<file path="config.mk">
export PLATFORM = sky130hd
export DESIGN_NAME = wl_pulse_ctrl
export DESIGN_NICKNAME = d
export VERILOG_FILES = /design/src/rtl/wl_pulse_ctrl.sv
export SDC_FILE = /design/constraint.sdc
export NUM_CORES = 1
export LEC_CHECK = 0
export BUFFER_PORTS_ARGS = -buffer_cell sky130_fd_sc_hd__buf_2
export CAP_MARGIN = 0
export CORE_MARGIN = 2
export CORE_UTILIZATION = 40
export CTS_CLUSTER_DIAMETER = 120
export CTS_CLUSTER_SIZE = 25
export DETAILED_ROUTE_END_ITERATION = 12
export PLACE_DENSITY = 0.65
export SKIP_CTS_REPAIR_TIMING = 1
export SYNTH_ARGS = -nofsm -noshare
export SYNTH_HDL_FRONTEND = slang
export SYNTH_SLANG_ARGS = --single-unit
</file>
<file path="constraint.sdc">
create_clock -name clk -period 3.2 [get_ports clk]
set_clock_uncertainty 0.1 [all_clocks]
set_input_delay 0.32 -clock clk [delete_from_list [all_inputs] [get_ports clk]]
set_output_delay 0.32 -clock clk [all_outputs]
set_load 0.03 [all_outputs]
</file>
<file path="src/rtl/wl_pulse_ctrl.sv">
// wl_pulse_ctrl: drives one word line for PULSE_W cycles per access, then
// precharges for PRE_W cycles before the next access can start.
//
// Handshake: a word transfers on a rising edge where in_valid && in_ready.
// in_ready is a pure decode of the state (IDLE, not in reset). It never
// depends on in_valid. The producer may change or drop word/in_valid at any
// time, and nothing is latched unless both are high.
module wl_pulse_ctrl #(
    parameter int PULSE_W = 4,
    parameter int PRE_W   = 2
) (
    input  logic        clk,
    input  logic        rst,
    input  logic [7:0]  word,
    input  logic        in_valid,
    output logic        in_ready,
    output logic [7:0]  wl_out,
    output logic        pre_en,
    output logic        done,
    output logic        err,
    output logic        err_sticky,
    input  logic        err_clr,
    output logic [15:0] acc_cnt,
    output logic [1:0]  state_dbg
);

    typedef enum logic [1:0] {
        IDLE   = 2'd0,
        ACTIVE = 2'd1,
        PRECH  = 2'd2
    } state_t;

    // Counter reload values: the counter counts down to zero, so load N-1.
    localparam logic [3:0] PULSE_LD = 4'(PULSE_W - 1);
    localparam logic [3:0] PRE_LD   = 4'(PRE_W - 1);

    state_t      state_q, state_d;
    logic [3:0]  cnt_q, cnt_d;
    logic [7:0]  wl_q, wl_d;
    logic        pre_q, pre_d;
    logic        done_q, done_d;
    logic        err_q, err_d;
    logic        sticky_q, sticky_d;
    logic [15:0] acc_q, acc_d;

    logic        accept;
    logic        word_legal;

    // Exactly one bit set: non-zero, and clearing the lowest set bit leaves zero.
    assign word_legal = (word != 8'h00) && ((word & (word - 8'h01)) == 8'h00);
    assign in_ready   = (state_q == IDLE) && !rst;
    assign accept     = in_valid && in_ready;

    assign wl_out     = wl_q;
    assign pre_en     = pre_q;
    assign done       = done_q;
    assign err        = err_q;
    assign err_sticky = sticky_q;
    assign acc_cnt    = acc_q;
    assign state_dbg  = state_q;

    // State and output registers; reset wins over everything, including a pending done.
    always_ff @(posedge clk) begin
        if (rst) begin
            state_q  <= IDLE;
            cnt_q    <= 4'd0;
            wl_q     <= 8'h00;
            pre_q    <= 1'b0;
            done_q   <= 1'b0;
            err_q    <= 1'b0;
            sticky_q <= 1'b0;
            acc_q    <= 16'h0000;
        end else begin
            state_q  <= state_d;
            cnt_q    <= cnt_d;
            wl_q     <= wl_d;
            pre_q    <= pre_d;
            done_q   <= done_d;
            err_q    <= err_d;
            sticky_q <= sticky_d;
            acc_q    <= acc_d;
        end
    end

    // Next-state and next-output decode; outputs are computed one cycle ahead so they leave registered.
    always_comb begin
        state_d  = state_q;
        cnt_d    = cnt_q;
        wl_d     = wl_q;
        pre_d    = 1'b0;
        done_d   = 1'b0;
        err_d    = 1'b0;
        acc_d    = acc_q;
        sticky_d = sticky_q;

        // A clear is overridden below if an illegal word lands in the same cycle.
        if (err_clr) begin
            sticky_d = 1'b0;
        end

        case (state_q)
            IDLE: begin
                wl_d = 8'h00;
                if (accept) begin
                    if (word_legal) begin
                        state_d = ACTIVE;
                        wl_d    = word;
                        cnt_d   = PULSE_LD;
                    end else begin
                        err_d    = 1'b1;
                        sticky_d = 1'b1;
                    end
                end
            end
            ACTIVE: begin
                if (cnt_q == 4'd0) begin
                    state_d = PRECH;
                    wl_d    = 8'h00;
                    pre_d   = 1'b1;
                    cnt_d   = PRE_LD;
                end else begin
                    cnt_d = cnt_q - 4'd1;
                end
            end
            PRECH: begin
                wl_d = 8'h00;
                if (cnt_q == 4'd0) begin
                    state_d = IDLE;
                    done_d  = 1'b1;
                    acc_d   = acc_q + 16'h0001;
                end else begin
                    pre_d = 1'b1;
                    cnt_d = cnt_q - 4'd1;
                end
            end
            default: begin
                state_d = IDLE;
                wl_d    = 8'h00;
                cnt_d   = 4'd0;
            end
        endcase
    end

endmodule

</file>
-- Word-level counts from Yosys, hierarchy flattened
Cells that the tools add are included.
- register bits after elaboration: 34
- $add $sub $neg: 3
- equality and inequality tests: 7
- mux-type cells: 22
- bitwise operators: 4
- reductions and logical operators: 13
- operator list (kind ; number):
    $mux 8 ; 3
    $add 16x1->16 const B ; 1
    $mux 4 ; 4
    $pmux 8 s2 ; 1
    $pmux 4 s3 ; 1
    $ne 2x2->1 const B ; 5
    $and 8x8->8 ; 1
    $logic_not 8->1 ; 1
    $mux 2 ; 4
    $reduce_bool 8->1 ; 1
    $sub 8x1->8 const B ; 1
    $mux 1 ; 7
    $pmux 2 s3 ; 1
    $logic_not 4->1 ; 1
    $reduce_and 4->1 ; 1
    $sub 4x1->4 const B ; 1
    $logic_and 1x1->1 ; 3
    $not 1->1 ; 3
    $reduce_and 3->1 ; 1
    $reduce_or 3->1 ; 1
    $eq 2x1->1 const B ; 1
    $eq 2x2->1 const B ; 1
    $logic_not 2->1 ; 1
    $pmux 1 s2 ; 1
    3 further kinds ; 3

-- Logic depth before layout (Yosys ltp)
Gate-level depths: netlist (run 1).
- word-level depth: 7
- gate-level depth with buffers: 8

-- Least setup slack after synthesis (run 1)
OpenSTA, ideal clock, no wires.
- path kind: register -> register
- from: register cnt_q[0]
- to: register acc_q[14], in the netlist acc_cnt[14]
- library setup time: 0.071 ns
- arrival: 2.134 ns
- required time: 3.029 ns
- slack: 0.896 ns
- cell stages (with the launch flop): 9
- buffers on the path: 2
- clock period less this slack: 2.304 ns
- cells stage by stage: dfxtp_1 inv_1 ha_1 or3b_1 buf_2 or3_1 buf_2 or4_1 a21oi_1
- word-level cells in the longest chain between the ends: 2
- ends and longest elaborated chain (element ; RTL line ; source):
    start, declared ; 38 ; logic [3:0] cnt_q, cnt_d;
    start signal, assigned ; 75 ; cnt_q <= cnt_d;
    $logic_not 4->1 ; 127 ; if (cnt_q == 4'd0) begin
    $reduce_and 2->1 (no line) ; - ;
    end signal, assigned ; 72 ; acc_q <= 16'h0000;
    end signal, assigned ; 81 ; acc_q <= acc_d;
    end, declared ; 44 ; logic [15:0] acc_q, acc_d;
Every way passes these cells.
A chain may end at the register's enable or synchronous reset.

-- Worst setup path in the final report (run 1)
Ends and elaborated chain as after synthesis.

==> flow_summary.json, run 1 <==
{
  "final_cells": 301,
  "drt_iter0_markers": 111,
  "finalMaxSlewViolations": 0,
  "number_of_clock_sinks_seen_by_cts": 34,
  "floorplan.rows": 23,
  "worstSetupStartpointType": "flip-flop",
  "clock_latency_ns": 0.29,
  "rsz_0062_raised_after_global_routing": "false",
  "clock_tree_from_tritoncts": "done",
  "worstHoldPathType": "in -> reg",
  "power.leakage_nw": 0.8138,
  "synth.yosys.warnings": 0,
  "ys_dominant_reg_cell": "dfxtp_1",
  "leading_area_contributor_after_synthesis": "dfxtp_1",
  "final_net_count": 265,
  "cap_viol_max_count": 0,
  "dr.pass1.iters": 4,
  "die_w_um": 69.68,
  "die_h_um": 69.68,
  "drc_violation_count_after_routing": 0,
  "worst-endpoint-arrival_ns": 2.59,
  "grt_antenna_before_repair": 0,
  "cp-startpoint": "cnt_q[0]",
  "area_growth_syn_to_layout_pct": 20.01,
  "netlist.area_leader.share": 0.3945,
  "worst_setup_hold_path_clk_slew_ns": 0.07,
  "max-slew-margin-rel": 0.6240,
  "ant_diodes": 0,
  "setup-tns-final_ns": 0,
  "synth_sequential_area_ratio": 0.3945,
  "setup_viol_count_final": 0,
  "detail_route.vias_per_cell": 5.548,
  "r2r-end": "acc_cnt[14]",
  "status": "finished clean",
  "synth_enable_flop_cells": 0,
  "worst_pin_slew_ns": 0.5581,
  "vias": 1670,
  "cts-htree-levels": 2,
  "port_buffers": 42,
  "worstSetupEndpoint": "acc_cnt[14]",
  "crit_family": "simple AND/OR/NAND/NOR gates",
  "ys_seq_elements": 34,
  "ant_nets": 0,
  "synth_area_um2": 1725,
  "fin_crit_ns": 2.467,
  "timing.critical_path.fanout_max": 10,
  "achievable-frequency_mhz": 405.3,
  "grt_max_degree": 25,
  "post_drt_wl_per_cell_um": 13.33,
  "reg2reg_from": "cnt_q[0]",
  "reg2reg_slack_ns": 0.73,
  "num_io_pins": 43,
  "hold_viol": 0,
  "crit_buf_inv": 1,
  "filler_cell_count": 400,
  "async_flop_share": 0,
  "fin_crit_sh": 0.7710,
  "critical_path_cell_count": 6,
  "cp_endpoint_kind": "flip-flop",
  "first_pass_grt_wire_length_mm": 6.796,
  "critPathSlowestCell": "or4_1",
  "cts_buffers": 5,
  "starting_density_of_the_core": 0.4222,
  "max-clock-path-buffers": 2,
  "core_region_area_um2": 4086,
  "critPathMaxStageDelay_ns": 0.53,
  "die_area_um2": 4855,
  "drive_gt1_frac": 0.2151,
  "worst_r2r_path_depth": 6,
  "crit_type": "reg -> reg",
  "ys_types": 41,
  "post_synth_inst_count": 208,
  "first_global_vias": 1485,
  "clockRootBuffer": "clkbuf_8",
  "path_cells": "inv_1 > ha_1 > or3b_1 > or3_1 > or4_1 > a21oi_1",
  "synth_nets": 223,
  "wl_mm": 4.013,
  "ys_top_cells_by_area": "dfxtp_1 (39%), a21oi_1 (4.1%), nand2_1 (3.9%)",
  "hpwl_mm": 2.856,
  "syn-mean-instance-area_um2": 8.295,
  "critPathRequiredTime_ns": 3.32,
  "gr-usage-all-layers": 0.1686,
  "place_congestion": 0.8130,
  "powerDensity_nw_per_um2": 400.4,
  "vdd_ir_drop_max_mv": 0.2355,
  "global_route.overflow_total": 0,
  "placedCellCount": 293
}
-- how the worst min path moves through the flow --
stage | startpoint | to | cells after the start
4_1_cts | err_clr | err_sticky | 2
6_report | err_clr | err_sticky | 2
3_3_place_gp | wl_out[5] | wl_out[5] | 2
5_1_grt | err_clr | err_sticky | 2
2_1_floorplan | err_clr | err_sticky | 1
3_5_place_dp | wl_out[0] | wl_out[0] | 2
-- registers in the layout, summed over array words and instances (netlist names) --
register	cells
pre_en	1
acc_cnt	16
state_dbg	2
wl_out	8
err	1
cnt_q	4
done	1
err_sticky	1
-- stage by stage --
stage | power (mW) | instance area [um^2] | setup slack (ns) | hold WS [ns] | util
2_1_floorplan | 0.4778 | 1725 | 0.8957 | 0.3236 | -
3_3_place_gp | 0.5018 | 1979 | 0.8005 | 0.3374 | 0.4844
3_5_place_dp | 0.5020 | 1979 | 0.7603 | 0.3370 | 0.4844
4_1_cts | 0.8397 | 2071 | 0.7404 | 0.1120 | 0.5067
5_1_grt | 0.8646 | 2071 | 0.5676 | 0.1136 | 0.5067
6_report | 0.8291 | 2071 | 0.7329 | 0.1167 | 0.5067
-- cell usage after synthesis (all sizes together) (2+ instances only) --
master	count
dfxtp	34
a32o	4
nand4	4
nand3	9
nand2	18
nor3b	2
o31ai	8
a211o	2
or3	6
nor4	7
nor3	6
nand2b	3
and4	2
ha	3
o21a	4
or4	5
a21oi	14
xnor2	5
nor2	15
clkbuf	7
o21ai	12
a211oi	5
buf	3
xor2	4
inv	10
-- cell type report --
type                    instances  area [um^2]  area share
repair buffers                 45        232.7      0.1124
clock inverters                 1        5.005    0.002417
flip-flops and latches         34        680.7      0.3287
inverters                      10        37.54     0.01813
clock buffers                   7        86.33     0.04169
well taps                      50        62.56     0.03021
multi-input cells             154        965.9      0.4665
-- layer usage --
layer  track usage  vias up  share of wire
met3       0.04215        6          0.053
met5             0        -              0
met2        0.2660       40           0.45
met4       0.05769        0          0.016
li1              -      867              -
met1        0.2245      757           0.48
-- power by group --
group,internal (mW),switching [mW]
clock network,0.174,0.163
logic,0.0215,0.0423
registers,0.426,0.00236
total,0.621,0.208
-- layout by cell type, fill, tap and decap left out, types with 4 or more instances in the layout --
cell	count
nor4_1	7
dfxtp_1	34
xnor2_1	5
nand4_1	4
nand3_1	9
or4_1	5
a32o_1	4
a21oi_1	14
a211oi_1	5
nor2_1	15
nand2_1	18
nor3_1	6
o21ai_0	12
o31ai_1	8
o21a_1	4
xor2_1	4
or3_1	6
buf_2	42
inv_1	10
clkbuf_8	6
-- kinds of logic (layout without fill, tap and decap cells) --
| group | Yosys count | in the layout | synth area share |
|---|---|---|---|
| AND/OR/NAND/NOR | 84 | 84 | 0.2625 |
| XOR/XNOR | 9 | 9 | 0.04568 |
| buffers and inverters | 20 | 63 | 0.04569 |
| flip-flops | 34 | 34 | 0.3945 |
| adder cells (fa/ha/maj) | 3 | 3 | 0.02176 |
| AO/OA/AOI/OAI | 58 | 58 | 0.2299 |
(Power assumes the default switching activity.)
==> run 2, diff against run 1 <==
Settings changed: PLACE_DENSITY 0.65 to 0.67.
Clock period 3.2 ns to 2.24 ns, I/O delays scaled along.
==> run 2 against run 1 <==
Effect of this change:
- die area did not move
- final cell count is 3.7% higher
- sequential power is 43% higher
- fmax increased by 14%
- flip-flop and latch count is the same
- first-iteration DRC count shrank 20%
- critical path depth increased by 1
- largest cell class unchanged
- highest routed layer unchanged
==> flow_summary.json, run 2 (synthesis gave the netlist of run 1 again) <==
{
  "status": "finished clean",
  "gr-usage-all-layers": 0.1728,
  "die_w_um": 69.68,
  "grt_antenna_before_repair": 0,
  "drc_violation_count_after_routing": 0,
  "area_growth_syn_to_layout_pct": 28.14,
  "worst-endpoint-arrival_ns": 2.29,
  "final_net_count": 276,
  "fin_crit_ns": 2.171,
  "global_route.overflow_total": 0,
  "detail_route.vias_per_cell": 5.590,
  "drive_gt1_frac": 0.2901,
  "filler_cell_count": 405,
  "clockRootBuffer": "clkbuf_8",
  "grt_max_degree": 25,
  "drt_iter0_markers": 89,
  "r2r-end": "acc_cnt[8]",
  "mostFrequentLayoutCell": "buf_2",
  "cap_viol_max_count": 0,
  "achievable-frequency_mhz": 460.7,
  "place_congestion": 0.8154,
  "wl_mm": 4.288,
  "fin_crit_sh": 0.9691,
  "pre_cts_ws_ns": 0.01712,
  "layout.cells.most_common_list": "buf_2 (42), dfxtp_1 (33), nand2_1 (18)",
  "cp-startpoint": "cnt_q[0]",
  "largest_register_ffs": 16,
  "max-clock-path-buffers": 2,
  "cp_endpoint_kind": "flip-flop",
  "vdd_ir_drop_max_mv": 0.3115,
  "worstSetupEndpoint": "acc_cnt[8]",
  "worst_r2r_path_depth": 7,
  "number_of_clock_sinks_seen_by_cts": 34,
  "critPathMaxStageDelay_ns": 0.43,
  "cts-htree-levels": 2,
  "finalMaxSlewViolations": 0,
  "ant_diodes": 0,
  "clock_latency_ns": 0.29,
  "starting_density_of_the_core": 0.4222,
  "critPathRequiredTime_ns": 2.36,
  "core_region_area_um2": 4086,
  "power.leakage_nw": 0.8821,
  "worstSetupStartpointType": "flip-flop",
  "floorplan.rows": 23,
  "cts_buffers": 5,
  "hpwl_mm": 3.020,
  "num_io_pins": 43,
  "worst_pin_slew_ns": 0.4993,
  "total_power_mw": 1.251,
  "vias": 1744,
  "port_buffers": 42,
  "routed-wl-met3_um": 181,
  "die_area_um2": 4855,
  "worst_setup_hold_path_clk_slew_ns": 0.07,
  "post-route-worst-setup-slack_ns": 0.06932,
  "die_h_um": 69.68,
  "hold_viol": 0,
  "max-slew-margin-rel": 0.6636,
  "timing.critical_path.fanout_max": 6,
  "powerDensity_nw_per_um2": 565.8,
  "first_global_vias": 1494,
  "reg2reg_from": "cnt_q[0]",
  "met1_length_mm": 2.098,
  "path_cells": "inv_2 > ha_4 > or3b_4 > or3_4 > buf_4 > or3_1 > a21oi_1",
  "post_drt_wl_per_cell_um": 13.74,
  "crit_type": "reg -> reg",
  "dr.pass1.iters": 4,
  "top_signal_layer_used": "met4",
  "worstHoldPathType": "in -> reg",
  "first_pass_grt_wire_length_mm": 6.858,
  "setup_viol_count_final": 0,
  "wl_met2_mm": 1.931,
  "ant_nets": 0,
  "critPathSlowestCell": "or3_4",
  "clock_tree_from_tritoncts": "done",
  "reg2reg_slack_ns": 0.07
}
run 2: worst max-delay path: cells and delay by family, from the launching register on:
family                   cells  cell delay, ns
adder cells (fa/ha/maj)      1            0.13
buffers and inverters        2            0.24
flip-flops                   1            0.34
AO/OA/AOI/OAI                1            0.14
AND/OR/NAND/NOR              3            1.15
run 2: power by group:
group          internal (mW)  total [mW]  switching (mW)
logic                 0.0370       0.102          0.0652
registers              0.609       0.612         0.00264
clock network          0.311       0.537           0.227
run 2: worst min-delay path by stage:
stage / start / end / slack (ns) / cells after the start
floorplan: err_clr / err_sticky / 0.23 / 1
global placement: err_clr / err_sticky / 0.33 / 2
detailed placement: err_clr / err_sticky / 0.33 / 2
CTS: err_clr / err_sticky / 0.02 / 2
global route: err_clr / err_sticky / 0.03 / 2
finish: err_clr / err_sticky / 0.04 / 2
run 2: layout make-up:
| type | instances | area (um^2) | area share |
|---|---|---|---|
| inverter | 10 | 37.54 | 0.01698 |
| timing repair buffer | 56 | 315.3 | 0.1426 |
| multi-input combinational | 154 | 1003 | 0.4539 |
| tap | 50 | 62.56 | 0.02830 |
| clock buffer | 8 | 110.1 | 0.04980 |
| sequential | 34 | 681.9 | 0.3084 |
run 2: stage by stage:
step	std cells	area, um^2	hold WS, ns	setup TNS (ns)	utilization
2_1_floorplan	208	1749	0.2276	0	-
3_3_place_gp	300	2037	0.3283	0	0.4985
3_5_place_dp	300	2037	0.3320	0	0.4985
4_1_cts	308	2147	0.02389	-0.03795	0.5254
5_1_grt	312	2211	0.03030	-0.0008871	0.5410
6_report	312	2211	0.03631	0	0.5410
run 2: per-layer routing:
metal	GRT usage	up-vias
met2	0.2543	39
met1	0.2292	812
met5	0	-
li1	-	885
met4	0.08547	0
met3	0.05233	8
